[src/rtl/pipe_stage_skid_pkg.sv]
// Shared definitions for the skid-buffered pipeline stage: occupancy encoding
// and the default bubble payload for instruction-carrying stages.
package pipe_stage_skid_pkg;

    // Bit 0 doubles as out_valid; 2'b10 is unreachable and recovers to EMPTY.
    typedef enum logic [1:0] {
        ST_EMPTY = 2'b00,
        ST_ONE   = 2'b01,
        ST_FULL  = 2'b11
    } state_e;

    localparam logic [31:0] MIPS_NOP = 32'h0000_0000;

    function automatic logic state_has_main(input state_e st);
        return st[0];
    endfunction

    function automatic logic state_has_skid(input state_e st);
        return (st == ST_FULL);
    endfunction

endpackage

[src/rtl/pipe_stage_skid_sat_counter.sv]
// Up-counter that sticks at all-ones; shared by the stall statistics and the
// hazard unit.
module sat_counter #(
    parameter int W = 16
) (
    input  logic         clk,
    input  logic         rst_n,
    input  logic         inc,
    output logic [W-1:0] q
);

    logic [W-1:0] cnt_q;
    logic [W-1:0] cnt_d;

    always_comb begin
        cnt_d = cnt_q;
        if (inc && (cnt_q != {W{1'b1}})) begin
            cnt_d = cnt_q + W'(1);
        end
    end

    always_ff @(posedge clk or negedge rst_n) begin
        if (!rst_n) begin
            cnt_q <= '0;
        end else begin
            cnt_q <= cnt_d;
        end
    end

    assign q = cnt_q;

endmodule

[src/rtl/pipe_stage_skid.sv]
// Valid/ready pipeline stage with a 2-entry skid buffer, synchronous flush
// that inserts bubbles, and a saturating back-pressure counter.
module pipe_stage_skid
    import pipe_stage_skid_pkg::*;
#(
    parameter int               WIDTH      = 32,
    parameter logic [WIDTH-1:0] RESET_VAL  = {WIDTH{1'b0}},
    parameter logic [WIDTH-1:0] BUBBLE_VAL = WIDTH'(MIPS_NOP),
    parameter int               CNT_W      = 16
) (
    input  logic             clk,
    input  logic             rst_n,
    input  logic             flush,
    input  logic             in_valid,
    output logic             in_ready,
    input  logic [WIDTH-1:0] in_data,
    output logic             out_valid,
    input  logic             out_ready,
    output logic [WIDTH-1:0] out_data,
    output logic [CNT_W-1:0] stall_cycles
);

    state_e           state_q, state_d;
    logic [WIDTH-1:0] main_q, main_d;
    logic [WIDTH-1:0] skid_q, skid_d;

    logic main_valid;
    logic skid_valid;
    logic acc;
    logic take;

    assign main_valid = state_has_main(state_q);
    assign skid_valid = state_has_skid(state_q);

    // Ready only looks at registered occupancy and flush, never at out_ready.
    assign in_ready = ~skid_valid & ~flush;
    assign acc      = in_valid & in_ready;
    assign take     = main_valid & out_ready;

    always_comb begin
        state_d = state_q;
        main_d  = main_q;
        skid_d  = skid_q;
        if (flush) begin
            state_d = ST_EMPTY;
            main_d  = BUBBLE_VAL;
            skid_d  = BUBBLE_VAL;
        end else begin
            case (state_q)
                ST_EMPTY: begin
                    if (acc) begin
                        state_d = ST_ONE;
                        main_d  = in_data;
                    end
                end
                ST_ONE: begin
                    if (acc && take) begin
                        main_d = in_data;
                    end else if (acc) begin
                        state_d = ST_FULL;
                        skid_d  = in_data;
                    end else if (take) begin
                        state_d = ST_EMPTY;
                        main_d  = BUBBLE_VAL;
                    end
                end
                ST_FULL: begin
                    if (take) begin
                        state_d = ST_ONE;
                        main_d  = skid_q;
                        skid_d  = BUBBLE_VAL;
                    end
                end
                default: begin
                    state_d = ST_EMPTY;
                    main_d  = BUBBLE_VAL;
                    skid_d  = BUBBLE_VAL;
                end
            endcase
        end
    end

    always_ff @(posedge clk or negedge rst_n) begin
        if (!rst_n) begin
            state_q <= ST_EMPTY;
            main_q  <= RESET_VAL;
            skid_q  <= BUBBLE_VAL;
        end else begin
            state_q <= state_d;
            main_q  <= main_d;
            skid_q  <= skid_d;
        end
    end

    assign out_valid = main_valid;
    assign out_data  = main_q;

    sat_counter #(
        .W (CNT_W)
    ) u_stall_cnt (
        .clk   (clk),
        .rst_n (rst_n),
        .inc   (main_valid & ~out_ready),
        .q     (stall_cycles)
    );

endmodule

[config.mk]
export PLATFORM = sky130hd
export DESIGN_NAME = pipe_stage_skid
export DESIGN_NICKNAME = d
export VERILOG_FILES = /design/src/rtl/pipe_stage_skid_pkg.sv /design/src/rtl/pipe_stage_skid_sat_counter.sv /design/src/rtl/pipe_stage_skid.sv
export SDC_FILE = /design/constraint.sdc
export NUM_CORES = 1
export LEC_CHECK = 0
export BUFFER_PORTS_ARGS = -buffer_cell sky130_fd_sc_hd__clkbuf_2
export CAP_MARGIN = 40
export CORE_MARGIN = 1.5
export CORE_UTILIZATION = 50
export CTS_CLUSTER_SIZE = 30
export DETAILED_ROUTE_END_ITERATION = 10
export PLACE_DENSITY = 0.74
export SKIP_LAST_GASP = 1
export SLEW_MARGIN = 20
export SYNTH_ARGS = -nofsm -noshare
export SYNTH_HDL_FRONTEND = slang
export SYNTH_SLANG_ARGS = --single-unit
[constraint.sdc]
create_clock -name clk -period 3.2 [get_ports clk]
set_input_delay 0.64 -clock clk [delete_from_list [all_inputs] [get_ports clk]]
set_output_delay 0.64 -clock clk [all_outputs]
set_load 0.02 [all_outputs]
==> run summary <==
Post-layout util -> 62.32%
Initial Utilization -> 51.41%
P_leak -> 2.286 nW
Fillers -> 630
Synth top area share -> 51.65%
CTS tree -> yes
Placed Instances -> 503
Gate power share -> 34.0%
Final Cell Area -> 0.004816 sq mm
Synth area leader -> dfrtp_1
WP data arrival -> 1.94 ns
Die area -> 0.008489 sq mm
Detailed-placement wirelength estimate -> 6310 microns
WL final -> 9301 microns
Minimum clock period -> 2.577 ns
Avg Synthesized Cell Area -> 12.04 sq um
Worst hold slack -> 0.1954 ns
Cts hold-fix bufs -> 0
Crit. End Element -> output port
Global-route wire length before repair -> 15,640 microns
Cell Area, Synth -> 0.003973 sq mm
Gate Count Post-Synth -> 330
Finish-stage setup viols -> 0
Power per cell area -> 764.1 mW/mm^2
DR iter-0 viols -> 302
Top cells by count, synth -> dfrtp_1 (82), and2_1 (32), o2bb2ai_1 (32)
Syn Nets -> 372
H-tree depth -> 3
Setup TNS -> 0 ns
P_int -> 2.373 mW
Fmax -> 388.1 MHz
Reg-to-reg setup timing slack -> 0.76 ns
Cell Area, Placed -> 0.004541 sq mm
Clk_lat worst skew -> 0.37 ns
Die width -> 92.14 microns
Psw -> 1.306 mW
Final worst-path cycle share -> 80.52%
Fin cells -> 519
Area occupied by multi-input gates -> 0.001798 sq mm
# rows -> 32
CTS resizes -> 0
CTS Buffer Depth -> 2
Status -> finished clean
Crit path max fanout -> 14
Largest net degree at the start of global routing -> 55
Sequential share of power -> 38.3%
GPL Wtd Cong -> 0.8180
Total CTS buffers -> 9
Max cap viols -> 0
Antenna violations before repair -> 0
Register area -> 0.002052 sq mm
DR vias -> 3,147
Antenna diodes -> 0
Avg WL per Cell -> 17.92 microns
Nets -> 454
Share of synthesized registers carrying an async set or reset -> 100.0%
Final Max Slew Viols -> 0
Setup repair bufs after CTS -> 0
Min-Delay Path Class -> input port to async pin
Share of cells above drive strength 1 -> 29.02%
Vias in the first global route -> 3,152
Global Route Usage Sum -> 23.45%
GR Overflow Total -> 0
DRC Markers -> 0
Synth top area cells -> dfrtp_1 (52%), mux2_1 (8.5%), a222oi_1 (7.6%)
Worst Path Class, Setup -> flip-flop to output port
Vias/cell -> 6.064
Area delta synth->final -> 21.23%
Worst Path Required -> 2.56 ns
RSZ-0062 raised after global routing -> false
Maximum VDD drop -> 0.4251 mV
Setup Skew -> 0.01243 ns
TritonRoute pass-1 iters -> 5
Hold Fails Final Rpt -> 0
Die H -> 92.14 microns
Count leader, synth -> dfrtp_1
Core area -> 0.007727 sq mm
I/O Buffers -> 86
Clock network fraction of total power -> 27.7%
Net Sw Frac -> 35.50%
Total clock sinks -> 82
Top Ports -> 87
CP startpoint kind -> flip-flop
Library cells used by synthesis -> 42
Main synth FF type -> dfrtp_1
Worst-Margin Slew -> 0.5353 ns
Number of synthesized flops with an enable pin -> 0
Post-synthesis register bit count -> 82
Register area share after synthesis -> 51.65%
Antenna-violating nets left -> 0
Synth warnings -> 0
Reg clk slew, reported paths -> 0.08 ns
Root Buffer -> clkbuf_8
Max-slew headroom -> 64.32%
[registers in the layout (all words and copies together), names as in the netlist]
| register | cells |
|---|---|
| state_q | 2 |
| skid_q | 32 |
| u_stall_cnt.q | 16 |
| out_data | 32 |
[kinds of logic (layout without fill, tap and decap cells)]
group / Yosys count / count (layout) / synth area share, %
xor+xnor: 12 / 12 / 2.646
flops: 82 / 82 / 51.65
mux: 38 / 38 / 10.61
simple gates: 78 / 78 / 11.37
buf+inv: 31 / 118 / 3.433
compound gates: 84 / 84 / 18.71
fa+ha+maj: 5 / 5 / 1.575
[path summary, 6_finish.rpt]
check	startpoint	end	cells after the start
max	state_q[0]	in_ready	4
min	rst_n	u_stall_cnt.q[6]	1
max reg2reg	state_q[0]	out_data[13]	8
min reg2reg	out_data[8]	out_data[8]	1
max in group asynchronous	rst_n	skid_q[17]	2
min in group clk	out_data[8]	out_data[8]	1
[cell type report]
type / count / area share (%)
inverter: 6 / 0.4677
tap: 102 / 2.650
clock inverter: 6 / 2.858
timing repair buffer: 96 / 11.22
clock buffer: 10 / 2.858
multi-input combinational: 217 / 37.33
sequential: 82 / 42.61
[power groups by stage]
stage          registers (mW)  logic, mW  clock network [mW]
2_1_floorplan            1.57      0.685                   0
3_3_place_gp             1.42       1.22                   0
6_report                 1.41       1.25                1.02
5_1_grt                  1.44       1.37                1.07
3_5_place_dp             1.42       1.25                   0
4_1_cts                  1.41       1.26                1.03
[metrics by stage]
stage / power (mW) / setup slack [ns]
floorplan: 2.259 / 1.132
global placement: 2.641 / 0.8652
detailed placement: 2.679 / 0.7695
CTS: 3.697 / 0.6196
global route: 3.871 / 0.5321
finish: 3.680 / 0.6233
[worst max-delay path: stages (launching register included)]
cell	delay (ns)
dfrtp_1	0.53
ha_1	0.56
buf_4	0.27
nor2_1	0.05
clkbuf_2	0.17
[placed cells by master (no fill, tap or decap), types with 3 or more instances in the layout]
cell type  instances
clkbuf_2          85
dfrtp_1           82
and2_1            32
o2bb2ai_1         32
mux2_1            30
a222oi_1          30
nand2_1           13
xnor2_1           11
clkbuf_8          10
buf_4              9
inv_1              6
a21oi_1            6
nand3_1            6
nor2_1             5
mux2i_1            5
ha_1               5
nand4_1            4
o211ai_1           4
bufinv_16          4
nand2b_1           3
mux2_2             3
[routing by layer]
metal	wire length, microns	up-vias	global-route usage [%]
met5	0	-	0
met2	4247	110	35.06
met3	474	16	3.980
met4	176	0	10.38
met1	4403	1594	33.51
li1	-	1427	-
No activity file was read; power rests on OpenSTA's default activity.
